$ cat src/rtl/wb_copy_master_if.sv
// Wishbone classic bus bundle between the copy master and its slave.
//
// Signals (the master drives the *_o signals, the slave drives the *_i signals):
//   cyc_o, stb_o, we_o  cycle, strobe and write-enable
//   sel_o[3:0]          byte selects
//   adr_o[31:0]         byte address
//   dat_o[31:0]         write data
//   dat_i[31:0]         read data
//   ack_i               slave acknowledge
interface wb_copy_master_if;
    logic        cyc_o;
    logic        stb_o;
    logic        we_o;
    logic [3:0]  sel_o;
    logic [31:0] adr_o;
    logic [31:0] dat_o;
    logic [31:0] dat_i;
    logic        ack_i;

    modport master (
        output cyc_o, stb_o, we_o, sel_o, adr_o, dat_o,
        input  dat_i, ack_i
    );

    modport slave (
        input  cyc_o, stb_o, we_o, sel_o, adr_o, dat_o,
        output dat_i, ack_i
    );
endinterface

$ cat src/rtl/wb_copy_master.sv
// wb_copy_master: word-by-word memory copy engine on a Wishbone classic bus.
// Each word is read from src and then written to dst; addresses are word
// aligned on acceptance and advance by 4 with 32-bit wrap.
//
// Ports:
//   wb_clk_i, wb_rst_n_i        clock, asynchronous active-low reset
//   cmd_valid_i / cmd_ready_o   command handshake
//   cmd_src_i, cmd_dst_i        source / destination byte addresses
//   cmd_len_i                   number of 32-bit words to copy
//   busy_o                      high while reading or writing
//   done_o                      one-cycle pulse on successful completion
//   err_o                       one-cycle pulse on timeout abort
//   wbm                         Wishbone master port (wb_copy_master_if.master)
//
// Parameter TIMEOUT_CYCLES (1..255): longest wait for ack in one bus phase.
// Optional feature macro: WB_COPY_MASTER_TIMEOUT_EN. When defined, a phase
// that sees no ack for TIMEOUT_CYCLES cycles aborts through ERR. When
// undefined, the block waits for ack indefinitely and err_o is tied low.
module wb_copy_master #(
    parameter int unsigned TIMEOUT_CYCLES = 255
) (
    input  logic               wb_clk_i,
    input  logic               wb_rst_n_i,
    input  logic               cmd_valid_i,
    output logic               cmd_ready_o,
    input  logic [31:0]        cmd_src_i,
    input  logic [31:0]        cmd_dst_i,
    input  logic [15:0]        cmd_len_i,
    output logic               busy_o,
    output logic               done_o,
    output logic               err_o,
    wb_copy_master_if.master   wbm
);

`ifdef WB_COPY_MASTER_TIMEOUT_EN
    typedef enum logic [2:0] {IDLE, RD, WR, DONE, ERR} state_t;
    localparam logic [7:0] TIMEOUT_LAST = 8'(TIMEOUT_CYCLES - 1);
    logic [7:0] wait_q, wait_d;
    logic       err_q, err_d;
`else
    typedef enum logic [2:0] {IDLE, RD, WR, DONE} state_t;
`endif

    state_t      state_q, state_d;
    logic [31:0] src_q, src_d;
    logic [31:0] dst_q, dst_d;
    logic [15:0] len_q, len_d;
    logic [31:0] data_q, data_d;

    // Registered copies of every output, decoded from the next state.
    logic        ready_q, ready_d;
    logic        busy_q, busy_d;
    logic        done_q, done_d;
    logic        cyc_q, cyc_d;
    logic        we_q, we_d;
    logic [3:0]  sel_q, sel_d;
    logic [31:0] adr_q, adr_d;
    logic [31:0] dat_q, dat_d;

    // NOTE: every variable gets a default before the case so no path leaves
    // it unassigned; otherwise synthesis infers a latch.
    always_comb begin
        state_d = state_q;
        src_d   = src_q;
        dst_d   = dst_q;
        len_d   = len_q;
        data_d  = data_q;
`ifdef WB_COPY_MASTER_TIMEOUT_EN
        // Any phase change or ack restarts the wait count from zero.
        wait_d  = 8'd0;
`endif
        unique case (state_q)
            IDLE: begin
                if (cmd_valid_i && ready_q) begin
                    src_d   = cmd_src_i & 32'hFFFF_FFFC;
                    dst_d   = cmd_dst_i & 32'hFFFF_FFFC;
                    len_d   = cmd_len_i;
                    state_d = (cmd_len_i == 16'd0) ? DONE : RD;
                end
            end
            RD: begin
                if (wbm.ack_i) begin
                    data_d  = wbm.dat_i;
                    state_d = WR;
                end
`ifdef WB_COPY_MASTER_TIMEOUT_EN
                else if (wait_q == TIMEOUT_LAST) state_d = ERR;
                else wait_d = wait_q + 8'd1;
`endif
            end
            WR: begin
                if (wbm.ack_i) begin
                    src_d   = src_q + 32'd4;
                    dst_d   = dst_q + 32'd4;
                    len_d   = len_q - 16'd1;
                    state_d = (len_q == 16'd1) ? DONE : RD;
                end
`ifdef WB_COPY_MASTER_TIMEOUT_EN
                else if (wait_q == TIMEOUT_LAST) state_d = ERR;
                else wait_d = wait_q + 8'd1;
`endif
            end
            DONE:    state_d = IDLE;
`ifdef WB_COPY_MASTER_TIMEOUT_EN
            ERR:     state_d = IDLE;
`endif
            default: state_d = IDLE;
        endcase

        // Outputs follow the state being entered so they are valid the same
        // cycle the state register updates.
        ready_d = (state_d == IDLE);
        busy_d  = (state_d == RD) || (state_d == WR);
        done_d  = (state_d == DONE);
        cyc_d   = busy_d;
        we_d    = (state_d == WR);
        sel_d   = busy_d ? 4'hF : 4'h0;
        adr_d   = (state_d == RD) ? src_d : ((state_d == WR) ? dst_d : 32'd0);
        dat_d   = (state_d == WR) ? data_d : 32'd0;
`ifdef WB_COPY_MASTER_TIMEOUT_EN
        err_d   = (state_d == ERR);
`endif
    end

    // NOTE: sequential state uses non-blocking assignments so every flop
    // samples values from before the edge, independent of statement order.
    // NOTE: the data and address registers are reset too, because outputs
    // must read zero the moment reset asserts, not after the next command.
    always_ff @(posedge wb_clk_i or negedge wb_rst_n_i) begin
        if (!wb_rst_n_i) begin
            state_q <= IDLE;
            src_q   <= '0;
            dst_q   <= '0;
            len_q   <= '0;
            data_q  <= '0;
            ready_q <= 1'b0;
            busy_q  <= 1'b0;
            done_q  <= 1'b0;
            cyc_q   <= 1'b0;
            we_q    <= 1'b0;
            sel_q   <= '0;
            adr_q   <= '0;
            dat_q   <= '0;
`ifdef WB_COPY_MASTER_TIMEOUT_EN
            wait_q  <= '0;
            err_q   <= 1'b0;
`endif
        end else begin
            state_q <= state_d;
            src_q   <= src_d;
            dst_q   <= dst_d;
            len_q   <= len_d;
            data_q  <= data_d;
            ready_q <= ready_d;
            busy_q  <= busy_d;
            done_q  <= done_d;
            cyc_q   <= cyc_d;
            we_q    <= we_d;
            sel_q   <= sel_d;
            adr_q   <= adr_d;
            dat_q   <= dat_d;
`ifdef WB_COPY_MASTER_TIMEOUT_EN
            wait_q  <= wait_d;
            err_q   <= err_d;
`endif
        end
    end

    assign cmd_ready_o = ready_q;
    assign busy_o      = busy_q;
    assign done_o      = done_q;
    assign wbm.cyc_o   = cyc_q;
    assign wbm.stb_o   = cyc_q;  // classic single-beat: strobe tracks cycle
    assign wbm.we_o    = we_q;
    assign wbm.sel_o   = sel_q;
    assign wbm.adr_o   = adr_q;
    assign wbm.dat_o   = dat_q;
`ifdef WB_COPY_MASTER_TIMEOUT_EN
    assign err_o       = err_q;
`else
    assign err_o       = 1'b0;
`endif

endmodule

$ cat src/flat_wrapper.sv
// flat-port wrapper written by rule: the top's interface ports become plain ports
module wb_copy_master_flat 
#(
    parameter int unsigned TIMEOUT_CYCLES = 255
)
  (wb_clk_i, wb_rst_n_i, cmd_valid_i, cmd_ready_o, cmd_src_i, cmd_dst_i, cmd_len_i, busy_o, done_o, err_o, wbm_cyc_o, wbm_stb_o, wbm_we_o, wbm_sel_o, wbm_adr_o, wbm_dat_o, wbm_dat_i, wbm_ack_i);
  wb_copy_master_if wbm_i ();
  input  logic wb_clk_i;
  input  logic wb_rst_n_i;
  input  logic cmd_valid_i;
  output logic cmd_ready_o;
  input  logic [31:0] cmd_src_i;
  input  logic [31:0] cmd_dst_i;
  input  logic [15:0] cmd_len_i;
  output logic busy_o;
  output logic done_o;
  output logic err_o;
  output wire logic [$bits(wbm_i.cyc_o)-1:0] wbm_cyc_o;
  output wire logic [$bits(wbm_i.stb_o)-1:0] wbm_stb_o;
  output wire logic [$bits(wbm_i.we_o)-1:0] wbm_we_o;
  output wire logic [$bits(wbm_i.sel_o)-1:0] wbm_sel_o;
  output wire logic [$bits(wbm_i.adr_o)-1:0] wbm_adr_o;
  output wire logic [$bits(wbm_i.dat_o)-1:0] wbm_dat_o;
  input wire logic [$bits(wbm_i.dat_i)-1:0] wbm_dat_i;
  input wire logic [$bits(wbm_i.ack_i)-1:0] wbm_ack_i;
  assign wbm_cyc_o = wbm_i.cyc_o;
  assign wbm_stb_o = wbm_i.stb_o;
  assign wbm_we_o = wbm_i.we_o;
  assign wbm_sel_o = wbm_i.sel_o;
  assign wbm_adr_o = wbm_i.adr_o;
  assign wbm_dat_o = wbm_i.dat_o;
  assign wbm_i.dat_i = wbm_dat_i;
  assign wbm_i.ack_i = wbm_ack_i;
  wb_copy_master #(.TIMEOUT_CYCLES(TIMEOUT_CYCLES)) u_core (.wb_clk_i(wb_clk_i), .wb_rst_n_i(wb_rst_n_i), .cmd_valid_i(cmd_valid_i), .cmd_ready_o(cmd_ready_o), .cmd_src_i(cmd_src_i), .cmd_dst_i(cmd_dst_i), .cmd_len_i(cmd_len_i), .busy_o(busy_o), .done_o(done_o), .err_o(err_o), .wbm(wbm_i));
endmodule
$ cat config.mk
export PLATFORM = sky130hd
export DESIGN_NAME = wb_copy_master_flat
export DESIGN_NICKNAME = d
export VERILOG_FILES = /design/src/rtl/wb_copy_master_if.sv /design/src/rtl/wb_copy_master.sv /design/src/flat_wrapper.sv
export SDC_FILE = /design/constraint.sdc
export NUM_CORES = 1
export LEC_CHECK = 0
export BUFFER_PORTS_ARGS = -buffer_cell sky130_fd_sc_hd__buf_4
export CAP_MARGIN = 20
export CORE_MARGIN = 2
export CORE_UTILIZATION = 50
export CTS_CLUSTER_SIZE = 20
export DETAILED_ROUTE_END_ITERATION = 10
export PLACE_DENSITY = 0.79
export SLEW_MARGIN = 20
export SYNTH_ARGS = -nofsm -noshare
export SYNTH_HDL_FRONTEND = slang
export SYNTH_SLANG_ARGS = --single-unit
$ cat constraint.sdc
create_clock -name wb_clk_i -period 2.8 [get_ports wb_clk_i]
set_clock_uncertainty 0.1 [all_clocks]
set_input_delay 0.28 -clock wb_clk_i [delete_from_list [all_inputs] [get_ports wb_clk_i]]
set_output_delay 0.28 -clock wb_clk_i [all_outputs]
set_load 0.005 [all_outputs]
==> metrics.yaml, run 1 <==
outcome: "completed"
vdd_drop_max_v: 0.000485
comb_power_share_pct: 25.4
synth-async-reset-ratio_pct: 100
reg2reg_from: "u_core.len_q[8]"
rr_worst_depth: 7
dieArea_sq_mm: 0.0190
ant_nets: 0
vias_per_cell: 6.04
grtUsageTotal_pct: 27.3
placed_cell_area_sq_mm: 0.0106
synth_top_family_by_area: "simple AND/OR/NAND/NOR gates"
cts_max_level: 4
synth_seq_cells: 183
drv_cap: 0
power.leakage_nw: 5.33
drive_above_1_share_pct: 26.7
critical_path_buf_inv_count: 1
hold_violations: 0
powerDensity_mw_per_mm2: 741
timing.slew.headroom_pct: 56.8
crit_slowest_cell: "or4_4"
cp-start-kind: "flip-flop"
cts.sinks: 183
synth_compound_area_share_pct: 18.6
tightestPinTransition_ps: 648
layout.nets: 1222
critical_path.startpoint: "u_core.len_q[8]"
setup-tns-final_ps: 0
power_mw: 8.65
muxShareOfSynthArea_pct: 6.03
core_sq_mm: 0.0178
grt_pass1_wl_um: 41800
rsz0062_at_grt: "no"
postLayoutCoreUtil_pct: 65.7
worstSkewPairLatency_ps: 440
yosysUniqueCellTypes: 68
worstPathRequired_ps: 3030
layout_common_cells: "214 x buf_4, 182 x dfrtp_1, 64 x nand2_1"
yosys.area_share.xor_xnor_pct: 0.488
wl_um: 25900
cpPeakStageDelay_ps: 460
crit_family: "simple AND/OR/NAND/NOR gates"
synthesis.area_sq_mm: 0.00898
die_h_um: 138
critPathKind: "flip-flop to flip-flop"
ys_seq_area_share_pct: 51.0
synthSimpleGateAreaFrac_pct: 19.1
holdCritPathClass: "input pin to flip-flop"
die_w_um: 138
period_share_pct: 90.9
grt_pass1_vias: 7793
cts_root_buf: "clkbuf_16"
port_buffers: 185
wl_per_cell_um: 19.3
syn_inst: 896
drt_pre_antenna_iters: 5
ff2ff_setup_slack_ps: 250
dp_hpwl_um: 17500
grt_max_degree: 68
regToRegEndpoint: "u_core.wbm.adr_o[31]"
whs_endpoint: "u_core.dst_q[2]"
fill_cells: 1396
max_freq_mhz: 393
cts_tree: "yes"
diodes: 0
crit_fanout: 13
path_cells: "or3_4 -> or4_4 -> o41ai_2 -> nand2_1 -> and3_1 -> buf_4 -> a22o_2"
area_growth_pct: 30.0
synthFlopType: "dfrtp_1"
clkTransAtPathRegs_ps: 80
drt-initial-drc-count: 766
setup-violations-final: 0
rows: 49
final_area_sq_mm: 0.0117
final_common_cell: "buf_4"
endpoint_kind: "flip-flop"
overflow: 0
start_util_pct: 50.5
synthAdderAreaFrac_pct: 0.557
ios: 191
p_clk_share_pct: 28.7
worst_hold_startpoint: "cmd_dst_i[2]"
swShare_pct: 34.8
synth_edf_count: 0
p_seq_share_pct: 45.9
vias: 8118
avgSynthCellArea_sq_um: 10.0
period_needed_ps: 2550
drv_slew: 0
p_int_mw: 5.64
p_switching_mw: 3.01
cts_made_buffers: 17
whs_path_depth: 2
yosysWarnings: 0
drc_errors: 0
place.gp.congestion: 0.960
clockBufferDepth: 2
cp.arrival_ps: 2770
antenna_found_initial: 0
==> Yosys cell counts, types with 3 or more instances <==
| cell | n | area share [%] |
|---|---|---|
| a31oi_1 | 7 | 0.49 |
| o22ai_1 | 26 | 1.8 |
| nor4_1 | 16 | 1.1 |
| a21oi_1 | 46 | 2.6 |
| buf_4 | 7 | 0.59 |
| nor2_1 | 65 | 2.7 |
| o22a_1 | 23 | 2.2 |
| o211ai_1 | 5 | 0.42 |
| a22o_1 | 29 | 2.8 |
| or4_1 | 3 | 0.25 |
| a221o_1 | 5 | 0.56 |
| inv_1 | 12 | 0.50 |
| a211oi_1 | 3 | 0.25 |
| nor3b_1 | 5 | 0.42 |
| nand3_1 | 47 | 2.6 |
| mux2_2 | 33 | 4.1 |
| mux2i_1 | 17 | 1.9 |
| buf_6 | 4 | 0.50 |
| o31ai_1 | 4 | 0.33 |
| clkbuf_1 | 53 | 2.2 |
| nor3_1 | 18 | 1.0 |
| a22oi_1 | 16 | 1.3 |
| nand4_1 | 29 | 2.0 |
| a32oi_1 | 3 | 0.29 |
| o21ai_0 | 45 | 2.5 |
| and3_1 | 15 | 1.0 |
| dfrtp_1 | 183 | 51 |
| a211o_1 | 5 | 0.49 |
| xnor2_1 | 3 | 0.29 |
| a221oi_1 | 4 | 0.39 |
| nand2_1 | 64 | 2.7 |
| buf_1 | 6 | 0.25 |
| and2_1 | 47 | 3.3 |
| a21o_1 | 3 | 0.25 |
| ha_1 | 4 | 0.56 |
==> metal layers <==
| layer | global-route usage (%) | wire length, um | up-vias |
|---|---|---|---|
| li1 | - | - | 3731 |
| met1 | 36.1 | 10500 | 3944 |
| met2 | 43.8 | 12400 | 383 |
| met3 | 6.10 | 2080 | 60 |
| met4 | 11.7 | 941 | 0 |
| met5 | 0 | 0 | - |
==> registers in the layout, indices dropped and copies added (netlist names) <==
| register | count |
|---|---|
| u_core.cmd_ready_o | 1 |
| u_core.data_q | 32 |
| u_core.done_o | 1 |
| u_core.dst_q | 32 |
| u_core.len_q | 16 |
| u_core.src_q | 32 |
| u_core.state_q | 3 |
| u_core.wbm.adr_o | 32 |
| u_core.wbm.dat_o | 32 |
| u_core.wbm.sel_o | 1 |
| u_core.wbm.we_o | 1 |
==> layout make-up <==
type / instances / area [sq um] / share of cell area, %
clock buffers: 17 / 425 / 3.64
clock inverters: 15 / 201 / 1.73
inverters: 13 / 48.8 / 0.418
multi-input cells: 629 / 4050 / 34.7
flip-flops and latches: 183 / 4580 / 39.2
well taps: 229 / 287 / 2.45
repair buffers: 258 / 2080 / 17.8
==> power groups by stage <==
stage	logic, mW	clock network, mW	registers [mW]
after floorplan	1.47	0	3.77
after global placement	2.06	0	3.95
after detailed placement	2.11	0	3.98
after CTS	2.17	2.52	3.94
after global routing	2.41	2.63	4.07
final	2.20	2.48	3.97
==> through the flow <==
stage | std cells | worst slack, ps | hold WS (ps)
floorplan | 897 | 413 | -116
CTS | 1344 | 258 | 1.79
finish | 1344 | 254 | 16.6
detailed placement | 1272 | 266 | 220
global placement | 1272 | 295 | 213
global route | 1344 | 169 | 17.7
==> how the worst max path moves through the flow <==
stage	end	cells past startpoint
after floorplan	u_core.wbm.adr_o[24]	8
after global placement	u_core.wbm.adr_o[31]	7
after detailed placement	u_core.wbm.adr_o[31]	7
after CTS	u_core.wbm.adr_o[31]	7
after global routing	u_core.len_q[12]	8
final	u_core.wbm.adr_o[31]	7
==> logic make-up (layout without fill, tap and decap cells) <==
kind of cell / Yosys count / count (layout)
other: 1 / 2
AND/OR/NAND/NOR: 327 / 327
flip-flops: 183 / 183
adder cells (fa/ha/maj): 4 / 4
AO/OA/AOI/OAI: 241 / 241
buffers and inverters: 85 / 303
XOR/XNOR: 5 / 5
multiplexers: 50 / 50
==> what timing repair did <==
action,4_1_cts,5_1_grt
buffers inserted,0,0
setup endpoints to repair,0,0
hold buffers,40,0
gates resized for setup,0,0
hold endpoints to repair,104,0
(Power assumes the default switching activity.)
==> inputs of run 2 (changes only) <==
--- a/config.mk
+++ b/config.mk
@@ -5,13 +5,13 @@
 export SDC_FILE = /design/constraint.sdc
 export NUM_CORES = 1
 export LEC_CHECK = 0
-export BUFFER_PORTS_ARGS = -buffer_cell sky130_fd_sc_hd__buf_4
 export CAP_MARGIN = 20
 export CORE_MARGIN = 2
 export CORE_UTILIZATION = 50
 export CTS_CLUSTER_SIZE = 20
 export DETAILED_ROUTE_END_ITERATION = 10
-export PLACE_DENSITY = 0.79
+export DONT_BUFFER_PORTS = 1
+export PLACE_DENSITY = 0.7
 export SLEW_MARGIN = 20
 export SYNTH_ARGS = -nofsm -noshare
 export SYNTH_HDL_FRONTEND = slang
==> metrics.yaml, run 2 (same netlist as run 1, synthesis figures left out) <==
powerDensity_mw_per_mm2: 780  # +5.2%
diodes: 0  # unchanged
met2_usage_pct: 41.8  # -2.0 points
setup-tns-final_ps: 0  # unchanged
violations: "hold timing"
cts.sinks: 183  # unchanged
p_clk_share_pct: 29.0  # +0.3 points
rows: 49  # unchanged
stdcell_count: 1195  # -11%
crit_slowest_cell: "or4_4"
dpl.cell_count: 1091  # -14%
dp_hpwl_um: 16900  # -3.3%
worstSkewPairLatency_ps: 440  # about the same
overflow: 0  # unchanged
hold_violations: 183  # +183
grt_max_degree: 184  # +170%
period_share_pct: 91.4  # +0.51 points
cp.arrival_ps: 2790  # +20 ps
antenna_found_initial: 0  # unchanged
setup-violations-final: 0  # unchanged
cts_root_buf: "clkbuf_16"
power.leakage_nw: 4.52  # -15%
ctsResizeCount: 0  # unchanged
swShare_pct: 34.4  # -0.36 points
p_int_mw: 5.41  # -4.1%
layout_common_cells: "182 x dfrtp_1, 72 x dlygate4sd3_1, 63 x nand2_1"
max_freq_mhz: 391  # -0.56%
layout.nets: 1073  # -12%
setup_ws_ps: 240  # -14.4 ps
tightestPinTransition_ps: 688  # +39.9 ps
hold_buffers: 72  # +80%
cp-start-kind: "flip-flop"
outcome: "finished with violations"
drv_slew: 0  # unchanged
dieArea_sq_mm: 0.0190  # unchanged
drv_cap: 0  # unchanged
wl_per_cell_um: 21.2  # +10%
cts_tree: "yes"
drive_above_1_share_pct: 12.2  # -15 points
endpoint_kind: "flip-flop"
clockBufferDepth: 2  # unchanged
cts_setup_buffers: 0  # unchanged
grt_pass1_vias: 7414  # -4.9%
core_sq_mm: 0.0178  # unchanged
critPathKind: "flip-flop to flip-flop"
postLayoutCoreUtil_pct: 59.5  # -6.1 points
p_seq_share_pct: 48.5  # +2.6 points
clkTransAtPathRegs_ps: 70  # about the same
grtUsageTotal_pct: 26.8  # -0.49 points
vias: 7586  # -6.6%
grtUsageMet1_pct: 36.7  # +0.63 points
path_cells: "or3_4 -> or4_4 -> o41ai_2 -> nand2_1 -> and3_1 -> buf_4 -> a22o_2"
p_switching_mw: 2.84  # -5.6%
final_common_cell: "dfrtp_1"
cpPeakStageDelay_ps: 450  # about the same
ant_nets: 0  # unchanged
top_usage_layer: "met2"
holdCritPathClass: "input pin to async pin"
use_met3_pct: 6.89  # +0.80 points
grt_pass1_wl_um: 40700  # -2.5%
crit_fanout: 16  # +3
die_h_um: 138  # unchanged
port_buffers: 0  # -100%
drt-initial-drc-count: 651  # -15%
drt_pre_antenna_iters: 5  # unchanged
place.gp.congestion: 0.937  # -2.4%
hold_slack_ps: -572  # -589 ps
ios: 191  # unchanged
vdd_drop_max_v: 0.000460  # -5.1%
period_needed_ps: 2560  # +14.4 ps
start_util_pct: 50.5  # unchanged
cts_max_level: 4  # unchanged
area_growth_pct: 17.9
wl_um: 25400  # -2.1%
vias_per_cell: 6.35  # +5.1%
die_w_um: 138  # unchanged
worstPathRequired_ps: 3030  # about the same
cts_made_buffers: 17  # unchanged
timing.slew.headroom_pct: 54.0  # -2.8 points
drc_errors: 0  # unchanged
comb_power_share_pct: 22.5  # -2.9 points
place_worst_setup_slack_ps: 257  # -9.21 ps
rsz0062_at_grt: "no"
[run 2: cell type report]
class | count | area [sq um]
Sequential cell | 183 | 4580
Clock inverter | 15 | 175
Multi-Input combinational cell | 629 | 4060
Timing Repair Buffer | 109 | 1010
Fill cell | 1533 | 7200
Inverter | 13 | 48.8
Tap cell | 229 | 287
Clock buffer | 17 | 425
[run 2: power groups by stage]
| stage | clock network (mW) | registers, mW | logic, mW |
|---|---|---|---|
| after global routing | 2.55 | 4.10 | 2.06 |
| after CTS | 2.44 | 3.97 | 1.83 |
| final | 2.40 | 4.00 | 1.85 |
| after floorplan | 0 | 3.77 | 1.47 |
| after global placement | 0 | 3.99 | 1.69 |
| after detailed placement | 0 | 4.02 | 1.73 |
[run 2: worst paths after layout]
| kind | start | slack [ps] | to | cells after the start |
|---|---|---|---|---|
| max reg2reg | u_core.len_q[8] | 240 | u_core.wbm.adr_o[31] | 7 |
| min in group wb_clk_i | cmd_len_i[5] | 10 | u_core.len_q[5] | 2 |
| max | u_core.len_q[8] | 240 | u_core.wbm.adr_o[31] | 7 |
| min | wb_rst_n_i | -570 | u_core.dst_q[17] | 0 |
| min reg2reg | u_core.src_q[0] | 380 | u_core.src_q[0] | 1 |
| max in group asynchronous | wb_rst_n_i | 2830 | u_core.dst_q[3] | 0 |
[run 2: per-layer routing]
metal  share of wire [%]  wire length, um
met4                 3.0              767
met5                   0                0
met3                 7.9             2000
met2                  47            11800
met1                  42            10800
[run 2: metrics by stage]
stage	power, mW	cell area (sq um)
floorplan	5.24	8980
global placement	5.68	9260
detailed placement	5.75	9260
CTS	8.24	10600
global route	8.71	10600
finish	8.25	10600
[run 2: worst max-delay path, delay by kind of cell (launching register included)]
kind            cells  cell delay [ps]
compound gates      2              560
buf+inv             1              200
flops               1              420
simple gates        4             1170
==> inputs of run 3 (changes only) <==
==> constraint.sdc (replaced) <==
create_clock -name wb_clk_i -period 3.2 [get_ports wb_clk_i]
set_clock_uncertainty 0.1 [all_clocks]
set_input_delay 0.32 -clock wb_clk_i [delete_from_list [all_inputs] [get_ports wb_clk_i]]
set_output_delay 0.32 -clock wb_clk_i [all_outputs]
set_load 0.005 [all_outputs]
==> metrics.yaml, run 3 (same netlist as run 1, synthesis figures left out) <==
final_area_sq_mm: 0.0105  # -1.1%
cpPeakStageDelay_ps: 560  # +110 ps
worstSkewPairLatency_ps: 440  # about the same
path_cells: "nand3_1 -> nor3_1 -> nand4_1 -> o31a_1 -> a211o_1 -> a22o_1"
ctsResizeCount: 0  # unchanged
vias_per_cell: 6.26  # -1.4%
core_sq_mm: 0.0178  # unchanged
crit_family: "simple AND/OR/NAND/NOR gates"
area_growth_pct: 16.6
regArea_sq_mm: 0.00458  # unchanged
power.leakage_nw: 4.46  # -1.4%
multiInputGateArea_sq_mm: 0.00406  # unchanged
crit_slowest_cell: "nor3_1"
p_switching_mw: 2.55  # -10%
wl_um: 25000  # -1.7%
ff2ff_setup_slack_ps: 550  # +310 ps
drive_above_1_share_pct: 11.2  # -1.0 points
period_needed_ps: 2650  # +88.2 ps
layout_common_cells: "182 x dfrtp_1, 66 x dlygate4sd3_1, 63 x nand2_1"
dieArea_sq_mm: 0.0190  # unchanged
cp-start-kind: "flip-flop"
regToRegEndpoint: "u_core.wbm.adr_o[30]"
cp.arrival_ps: 2870  # +80 ps
outcome: "finished with violations"
fill_cells: 1519  # -0.91%
start_util_pct: 50.5  # unchanged
overflow: 0  # unchanged
setup-violations-final: 0  # unchanged
grt_pass1_vias: 7203  # -2.8%
drt_pre_antenna_iters: 5  # unchanged
cts_setup_buffers: 0  # unchanged
crit_fanout: 8  # -8
drt-initial-drc-count: 654  # +0.46%
vdd_drop_max_v: 0.000462  # +0.38%
grtUsageTotal_pct: 26.4  # -0.48 points
swShare_pct: 34.8  # +0.40 points
p_clk_share_pct: 30.3  # +1.3 points
powerDensity_mw_per_mm2: 698  # -10%
clockBufferDepth: 2  # unchanged
dp_hpwl_um: 16500  # -2.6%
drt-met1-wl_um: 10600  # -1.5%
final_common_cell: "dfrtp_1"
violations: "hold timing"
grt_pass1_wl_um: 39900  # -2.0%
hold_slack_ps: -532  # +40.8 ps
die_h_um: 138  # unchanged
drv_cap: 0  # unchanged
period_share_pct: 82.8  # -8.7 points
p_int_mw: 4.76  # -12%
vias: 7372  # -2.8%
critPathKind: "flip-flop to flip-flop"
rr_worst_depth: 6  # -1
critical_path_buf_inv_count: 0  # -1
worstPathRequired_ps: 3430  # +400 ps
drv_slew: 0  # unchanged
clkTransAtPathRegs_ps: 80  # about the same
grt_max_degree: 184  # unchanged
layout.nets: 1055  # -1.7%
tightestPinTransition_ps: 695  # +7.29 ps
p_seq_share_pct: 47.8  # -0.7 points
cts_max_level: 4  # unchanged
port_buffers: 0  # unchanged
ant_nets: 0  # unchanged
antenna_found_initial: 0  # unchanged
highest_layer: "met4"
setup-tns-final_ps: 0  # unchanged
ios: 191  # unchanged
cts_root_buf: "clkbuf_16"
hold_buffers: 66  # -8.3%
met3_length_um: 2040  # +1.8%
drc_errors: 0  # unchanged
met2WireLength_um: 11800  # -0.76%
rsz0062_at_grt: "no"
holdCritPathClass: "input pin to async pin"
hold_violations: 183  # unchanged
power_mw: 7.31  # -11%
reg2reg_from: "u_core.src_q[11]"
rows: 49  # unchanged
placed_cell_area_sq_mm: 0.00916  # -1.1%
wl_per_cell_um: 21.2  # -0.27%
cts.sinks: 183  # unchanged
cts_made_buffers: 17  # unchanged
max_freq_mhz: 378  # -3.3%
comb_power_share_pct: 21.8  # -0.7 points
critical_path.startpoint: "u_core.src_q[11]"
place.gp.congestion: 0.926  # -1.2%
die_w_um: 138  # unchanged
cts_tree: "yes"
timing.slew.headroom_pct: 53.6  # -0.32 points
endpoint_kind: "flip-flop"
[run 3: metal layers]
metal	vias up	track usage, %
met4	0	7.95
met3	37	6.93
li1	3400	-
met2	328	41.9
met1	3607	35.8
met5	-	0
[run 3: cell type report]
| cell class | count | share of cell area [%] |
|---|---|---|
| multi-input cells | 629 | 38.7 |
| well taps | 229 | 2.74 |
| inverters | 13 | 0.466 |
| flip-flops and latches | 183 | 43.8 |
| repair buffers | 91 | 8.10 |
| clock buffers | 17 | 4.06 |
| diodes | 1 | 0.0239 |
| clock inverters | 15 | 2.12 |
[run 3: worst register-to-register path: stages, from the launching register on]
cell,delay [ps]
dfrtp_1,480
nand3_1,240
nor3_1,560
nand4_1,360
o31a_1,340
a211o_1,260
a22o_1,210
[run 3: through the flow]
step,std cells,worst slack [ps],utilization (%),hold slack [ps]
6_report,1178,551,58.9,-532
5_1_grt,1177,372,58.9,-543
4_1_cts,1177,566,58.9,-538
3_5_place_dp,1079,574,51.5,-68.2
3_3_place_gp,1079,580,51.5,-66.8
2_1_floorplan,897,813,-,-75.6
[run 3: worst max-delay path by stage]
| stage | endpoint | cells after the start |
|---|---|---|
| finish | u_core.wbm.adr_o[30] | 6 |
| global route | u_core.wbm.adr_o[30] | 6 |
| CTS | u_core.wbm.adr_o[31] | 7 |
| detailed placement | u_core.wbm.adr_o[31] | 7 |
| global placement | u_core.wbm.adr_o[31] | 7 |
| floorplan | u_core.wbm.adr_o[24] | 8 |
[run 3: power groups by stage]
stage | Sequential (mW) | Combinational [mW] | Clock (mW)
finish | 3.49 | 1.59 | 2.22
global route | 3.58 | 1.77 | 2.35
CTS | 3.48 | 1.58 | 2.26
detailed placement | 3.52 | 1.49 | 0
global placement | 3.49 | 1.46 | 0
floorplan | 3.29 | 1.29 | 0
